==> config.mk <==
export PLATFORM = sky130hd
export DESIGN_NAME = trigger_probe
export DESIGN_NICKNAME = d
export VERILOG_FILES = /design/src/rtl/probe_pkg.sv /design/src/rtl/probe_capture_ram.sv /design/src/rtl/trigger_probe.sv
export SDC_FILE = /design/constraint.sdc
export NUM_CORES = 2
export LEC_CHECK = 0
export BUFFER_PORTS_ARGS = -buffer_cell sky130_fd_sc_hd__buf_4
export CORE_MARGIN = 3
export CORE_UTILIZATION = 50
export DETAILED_ROUTE_END_ITERATION = 8
export PLACE_DENSITY_LB_ADDON = 0.3
export SYNTH_ARGS = -nofsm -noshare
export SYNTH_HDL_FRONTEND = slang
export SYNTH_SLANG_ARGS = --single-unit
==> constraint.sdc <==
create_clock -name clk -period 3.38 [get_ports clk]
set_input_delay 0.338 -clock clk [delete_from_list [all_inputs] [get_ports clk]]
set_output_delay 0.338 -clock clk [all_outputs]
set_load 0.05 [all_outputs]
==> src/rtl/probe_pkg.sv <==
// Shared types and the trigger compare function for the trigger probe.
package probe_pkg;

    localparam int MAX_CH = 64;

    typedef enum logic [2:0] {
        IDLE,
        PREFILL,
        WAIT,
        POST,
        DONE
    } state_t;

    // Masked-off channels are don't-care, so an all-zero mask always hits.
    function automatic logic is_match(
        input logic [MAX_CH-1:0] d,
        input logic [MAX_CH-1:0] m,
        input logic [MAX_CH-1:0] v
    );
        return ((d ^ v) & m) == '0;
    endfunction

endpackage

==> src/rtl/probe_capture_ram.sv <==
// Simple dual-port capture memory: synchronous write, registered read.
module probe_capture_ram #(
    parameter int W  = 16,
    parameter int AW = 8
) (
    input  logic          clk,
    input  logic          resetN,
    input  logic          we,
    input  logic [AW-1:0] waddr,
    input  logic [W-1:0]  wdata,
    input  logic [AW-1:0] raddr,
    output logic [W-1:0]  rdata
);

    logic [W-1:0] mem [2**AW];

    always_ff @(posedge clk) begin
        if (we)
            mem[waddr] <= wdata;
    end

    always_ff @(posedge clk or negedge resetN) begin
        if (!resetN)
            rdata <= '0;
        else
            rdata <= mem[raddr];
    end

endmodule

==> src/rtl/trigger_probe.sv <==
// Pre/post-trigger logic analyser probe with circular capture memory.
// Define PROBE_EDGE_TRIGGER_EN to add the triggerEdge input (edge match).
module trigger_probe
    import probe_pkg::*;
#(
    parameter int CHANNELS    = 16,
    parameter int DEPTH_LOG2  = 8,
    parameter int PRE_TRIGGER = 64
) (
    input  logic                  clk,
    input  logic                  resetN,
    input  logic                  arm,
    input  logic                  sampleEn,
    input  logic [CHANNELS-1:0]   dataIn,
    input  logic [CHANNELS-1:0]   triggerMask,
    input  logic [CHANNELS-1:0]   triggerValue,
`ifdef PROBE_EDGE_TRIGGER_EN
    input  logic                  triggerEdge,
`endif
    output logic                  armed,
    output logic                  triggered,
    output logic                  done,
    input  logic [DEPTH_LOG2-1:0] readAddr,
    output logic [CHANNELS-1:0]   readData
);

    localparam int DEPTH  = 2**DEPTH_LOG2;
    localparam int POST_N = DEPTH - PRE_TRIGGER - 1;

    typedef logic [DEPTH_LOG2-1:0] ptr_t;

    localparam ptr_t PRE_P     = ptr_t'(PRE_TRIGGER);
    localparam ptr_t PRE_LAST  = ptr_t'(PRE_TRIGGER - 1);
    localparam ptr_t POST_LAST = ptr_t'(POST_N - 1);

    state_t state, nxt;
    ptr_t   wrPtr, cnt, trigAddr, rdAddr;
    logic   store, hit, fire, capturing;

    assign capturing = (state == PREFILL) || (state == WAIT) ||
                       (state == POST);
    assign store = sampleEn && !arm && capturing;

    assign hit = is_match(MAX_CH'(dataIn), MAX_CH'(triggerMask),
                          MAX_CH'(triggerValue));

`ifdef PROBE_EDGE_TRIGGER_EN
    logic prevMatch;

    assign fire = hit && (!triggerEdge || !prevMatch);

    // Tracks every stored sample, prefill included, so a level held
    // across the prefill window cannot look like a fresh edge.
    always_ff @(posedge clk or negedge resetN) begin
        if (!resetN)
            prevMatch <= 1'b0;
        else if (arm)
            prevMatch <= 1'b0;
        else if (store)
            prevMatch <= hit;
    end
`else
    assign fire = hit;
`endif

    always_comb begin
        nxt = state;
        if (arm) begin
            nxt = (PRE_TRIGGER == 0) ? WAIT : PREFILL;
        end else begin
            unique case (state)
                PREFILL:
                    if (sampleEn && cnt == PRE_LAST)
                        nxt = WAIT;
                WAIT:
                    if (sampleEn && fire)
                        nxt = (POST_N == 0) ? DONE : POST;
                POST:
                    if (sampleEn && cnt == POST_LAST)
                        nxt = DONE;
                default:
                    nxt = state;
            endcase
        end
    end

    always_ff @(posedge clk or negedge resetN) begin
        if (!resetN)
            state <= IDLE;
        else
            state <= nxt;
    end

    always_ff @(posedge clk or negedge resetN) begin
        if (!resetN) begin
            wrPtr    <= '0;
            cnt      <= '0;
            trigAddr <= '0;
        end else if (arm) begin
            wrPtr    <= '0;
            cnt      <= '0;
            trigAddr <= '0;
        end else if (store) begin
            wrPtr <= wrPtr + 1'b1;
            if (nxt != state || state == WAIT)
                cnt <= '0;
            else
                cnt <= cnt + 1'b1;
            if (state == WAIT && fire)
                trigAddr <= wrPtr;
        end
    end

    assign armed     = (state == PREFILL) || (state == WAIT);
    assign triggered = (state == POST) || (state == DONE);
    assign done      = (state == DONE);

    // Logical index PRE_TRIGGER lands on the trigger sample.
    assign rdAddr = trigAddr - PRE_P + readAddr;

    probe_capture_ram #(
        .W  (CHANNELS),
        .AW (DEPTH_LOG2)
    ) u_ram (
        .clk    (clk),
        .resetN (resetN),
        .we     (store),
        .waddr  (wrPtr),
        .wdata  (dataIn),
        .raddr  (rdAddr),
        .rdata  (readData)
    );

endmodule

# Word level (Yosys, flattened, before mapping)
# Memories as Yosys holds them, arrays and structs flattened. A register that Yosys moved wholly into a read port is not among the register bits.
# Index checks and enable logic that the tools add are counted.
# totals
mem_count,1
out_inout_bits,19
mem_bits_rw,4096
inputBits,60
reg_bits,27
elab_cells,49
# classes
add_sub_neg,4
n_bitwise,2
mux,15
n_reduce_logical,16
eq_ne,7
# memory_table
memory,depth,width,read_ports,rd_ports_with_merged_regs,wr,line_no,rtl
u_ram.mem,256,16,1,1,1,probe_capture_ram.sv:15,logic [W-1:0] mem [2**AW];
# op_table
op,count
$logic_not A64 Y1,1
$mux W8,8
$add A8 B1 Y8 const B,2
$and A16 B16 Y16,1
$xor A16 B16 Y16,1
$mux W3,4
$pmux W3 S3,1
$add A8 B8 Y8,1
$eq A8 B6 Y1 const B,1
$eq A8 B8 Y1 const B,1
$sub A8 B7 Y8 const B,1
$eq A3 B2 Y1 const B,2
$logic_and A1 B1 Y1,6
$logic_or A1 B1 Y1,4
$reduce_bool A2 Y1,2
$eq A3 B1 Y1 const B,1
$eq A3 B3 Y1 const B,1
$ne A3 B3 Y1,1
$logic_not A1 Y1,2
$mux W1,2
$reduce_and A2 Y1,1

# Longest topological paths before layout
# logic_depth
depth_word,12
mapped_depth,14
mapped_depth_nobuf,12

# Cells and area by module
# From an unflattened synthesis, not the netlist that was laid out.
# hier_totals
hier_cells,7603
area_unflattened_um2,160929.3
# by_module_without_submodules
mod,cells_per_inst,area_each_um2,instances,seq_area_each_um2
probe_capture_ram,7360,158796.0,1,123398.3
trigger_probe,243,2133.3,1,675.6

# Worst setup path before layout
# No wires, ideal clock.
# synth_timing
kind,register to register
startpoint,register trigAddr[1]
endpoint,"register u_ram.rdata[1], read port of u_ram.mem"
n_path_buf,0
path_stages_with_launch,13
setup_slack_ps,-58
synth_period_minus_slack_ps,3438
arrival_time_ps,3299
required_ps,3241
path_cell_list,dfrtp_1 ha_1 ha_1 inv_1 fa_1 xnor2_2 mux4_2 mux4_2 and2_1 a2111oi_2 o31ai_1 a21oi_1 a211oi_2
# synth_between
elab_chain_len,2
# synth_lines
element,line_no,rtl
start: declaration,trigger_probe.sv:37,"ptr_t wrPtr, cnt, trigAddr, rdAddr;"
start signal: assignment,trigger_probe.sv:110,trigAddr <= wrPtr;
$sub A8 B7 Y8,trigger_probe.sv:119,assign rdAddr = trigAddr - PRE_P + readAddr;
$add A8 B8 Y8,trigger_probe.sv:119,
end: declaration,probe_capture_ram.sv:12,output logic [W-1:0] rdata
# Every way passes these cells.
# A chain may end at the register's enable or synchronous reset.

# Worst setup path after layout
# layout_timing
startpoint,register trigAddr[0]
endpoint,"register u_ram.rdata[10], read port of u_ram.mem"
# Same word-level chain as after synthesis.

==> metrics <==
Net Count, Synth 6989; Seq pwr share 0.525; hold slack 0.290 ns; CTS tree done; die height 572 um; fill count 21727; clock sink total 4139; Synth Flop Type edfxtp_1; violated checks setup timing; r2r setup slk -0.39 ns; dpl hpwl 274000 um; Peak Freq 0.265 GHz; Port Buffers 78; pin count of the biggest net entering global routing 193; syn_area_per_cell 23.1 um^2; Final Cycle Share 1.12; Tot Pwr 108 mW; Synth Cell Area 0.160 mm^2; Internal 84.3 mW; Final setup viols 16; initial antenna violation count 21; Starting Density 0.503; switching share of total power 0.218; placed cells 11745; Final Skew 0.0649 ns; Hold WC Path Type primary input to flop; DR WL/cell 34.4 um; Final Hold Viols 0; die width 572 um; combinational fraction of design power 0.059; reg-to-reg critical path startpoint trigAddr[0]; startpoint types flop; die area 0.327 mm^2; sequential share of the synthesized area 0.776; Via-to-Cell Ratio 6.38; Post-synth EDFFs 4096; nets@finish 8122; grt ovf 0; vias in the first global route 79915; outcome finished, violations left; crit path DAT 4.62 ns; Critical Path RT 4.23 ns; Worst path slowest cell mux4_2; PwrDens 570 mW/mm^2; Ys Warns 0; critical path, cell by cell ha_4, buf_6, buf_12, buf_4, mux4_2, mux4_2, nand2_1, nand4_1, buf_4, nand4_1, nor4_1; max_cap viols 0; CP Buf/Inv Count 4; post-synthesis async set-or-reset flop share 0.0104; peak supply drop 0.512 mV; min-delay src dataIn[15]; Placer Congestion 0.934; Final Non-Filler Cells 12564; CTS clk-pin slew, worst paths 0.06 ns; Synth Register Bits 4139; H-tree depth 5; Vias 80160; Max stage delay on crit path 0.54 ns; Clock Latency Late Sink 0.99 ns; DRC 0; # IOs 79; CTS Buf Count 410; share of cells above drive strength 1 0.353; setup ws final -0.392 ns; FP Rows 207; Worst Hold Depth 2; core area 0.318 mm^2; crit path time final 3.77 ns; Finished Cell Area 0.189 mm^2; relative slew slack 0.0367; DP Area 0.175 mm^2; Least-Margin Pin Slew 1.44 ns; stages on the worst setup path 11; first-pass GRT wire length 614000 um; critical-path maximum fanout 15; Max clock buf depth 4; Detailed Route WL 433000 um; crit path capture type flop; Switch Pwr 23.5 mW; Top delay family on crit path multiplexers; drt first pass iters 5; pre-CTS WS -0.963 ns; Setup CP Type flop to flop; Synth Instances 6909; Setup crit start trigAddr[0]; initial DRC count 12165; Clock power frac 0.416; Slew Viols, Final 0; Pleak 60.6 nW; Cell variety after synth 68; post-route ant nets 0; GR Util All Layers 0.266; Worst Reg2Reg Path Length in Cells 11; CTS root buf clkbuf_16; RSZ-0062 raised after global routing yes; area delta synth->final 18.4%
[sequential cells by signal, summed over array words and instances, names as in the netlist]
register	count
cnt	8
u_ram.mem	4096
wrPtr	8
u_ram.rdata	16
state	3
trigAddr	8
[Yosys cell counts (all sizes together) (6+ instances only)]
master / number / area (um^2)
nor2b: 8 / 50.1
a32o: 23 / 230
a211oi: 17 / 138
xor2: 26 / 265
mux4: 1179 / 26600
a21oi: 19 / 103
clkbuf: 104 / 390
a221oi: 6 / 52.6
a22o: 10 / 87.6
nor3: 12 / 65.1
buf: 277 / 1960
xnor2: 9 / 120
nand2: 292 / 1100
and2: 15 / 93.8
dfrtp: 43 / 1080
edfxtp: 4096 / 123000
inv: 10 / 37.5
nor2: 316 / 1190
o211ai: 6 / 45.0
a32oi: 36 / 315
o221ai: 12 / 111
mux2i: 110 / 1100
nand3: 82 / 410
a31oi: 21 / 131
ha: 19 / 238
nand4: 20 / 125
nor4: 14 / 100
a22oi: 15 / 113
o21ai: 60 / 304
[final timing paths]
path / endpoint
worst max-delay path: u_ram.rdata[10]
worst min-delay path: u_ram.mem[104][15]
worst max register to register: u_ram.rdata[10]
worst min register to register: cnt[6]
max in group asynchronous: u_ram.rdata[4]
min in group asynchronous: trigAddr[3]
[placed cells by master, fill, tap and decap left out, drive strengths merged, types with 6 or more instances in the layout]
master / n
nor2: 317
nor2b: 8
xor2: 26
nand2: 292
clkinvlp: 17
diode: 11
dfrtp: 43
a32o: 23
nand3: 82
buf: 1071
inv: 20
nor3: 12
edfxtp: 4096
a22o: 10
nor4: 14
clkinv: 197
o221ai: 12
ha: 19
clkbuf: 486
o211ai: 6
mux2i: 110
a211oi: 17
xnor2: 9
mux4: 1179
o21ai: 60
a32oi: 36
dlygate4sd3: 24
a221oi: 6
a31oi: 21
bufinv: 37
and2: 15
a21oi: 19
nand4: 20
a22oi: 15
[final cells by class]
cell class,instances,area (um^2),share of cell area
Inverter,10,37.5,0.000198
Clock buffer,482,10600,0.0559
Antenna cell,11,27.5,0.000145
Multi-Input combinational cell,2380,34000,0.179
Timing Repair Buffer,1101,12600,0.0668
Clock inverter,261,2700,0.0143
Sequential cell,4139,124000,0.656
Tap cell,4180,5230,0.0276
[repair_timing]
action / 4_1_cts / 5_1_grt
hold buffers: 25 / 0
pin swaps: 20 / 17
gates cloned: 6 / 0
setup buffers: 24 / 10
endpoints found under the hold margin: 548 / 0
gates resized for setup: 57 / 24
endpoints found under the setup margin: 16 / 29
[layer usage]
metal  track usage  share of wire
met1         0.373           0.38
met2         0.420           0.48
met3        0.0499          0.097
met4         0.102          0.043
met5             0       0.000030
[power by group through the flow]
stage	sequential (mW)	clock (mW)	combinational (mW)
global route	56.5	47.4	6.62
detailed placement	57.7	0	6.19
global placement	57.7	0	6.08
floorplan	57.7	0	2.76
CTS	56.6	45.3	6.36
finish	56.6	44.8	6.39
[metrics by stage]
stage           util  setup TNS (ns)
2_1_floorplan      -               0
3_3_place_gp   0.550          -11.23
3_5_place_dp   0.550          -10.51
4_1_cts        0.594           -4.33
5_1_grt        0.595           -5.47
6_report       0.595           -4.38
[cell families (layout without fill, tap and decap cells)]
| logic type | Yosys count | count (layout) | synth area share |
|---|---|---|---|
| flops | 4139 | 4139 | 0.776 |
| mux | 1289 | 1289 | 0.173 |
| simple gates | 776 | 777 | 0.0203 |
| buf+inv | 391 | 1854 | 0.0149 |
| compound gates | 259 | 259 | 0.0120 |
| xor+xnor | 35 | 35 | 0.00241 |
| fa+ha+maj | 20 | 20 | 0.00161 |
| other cells | 0 | 11 | 0 |
Note: power is estimated with default switching activity, not from simulation.
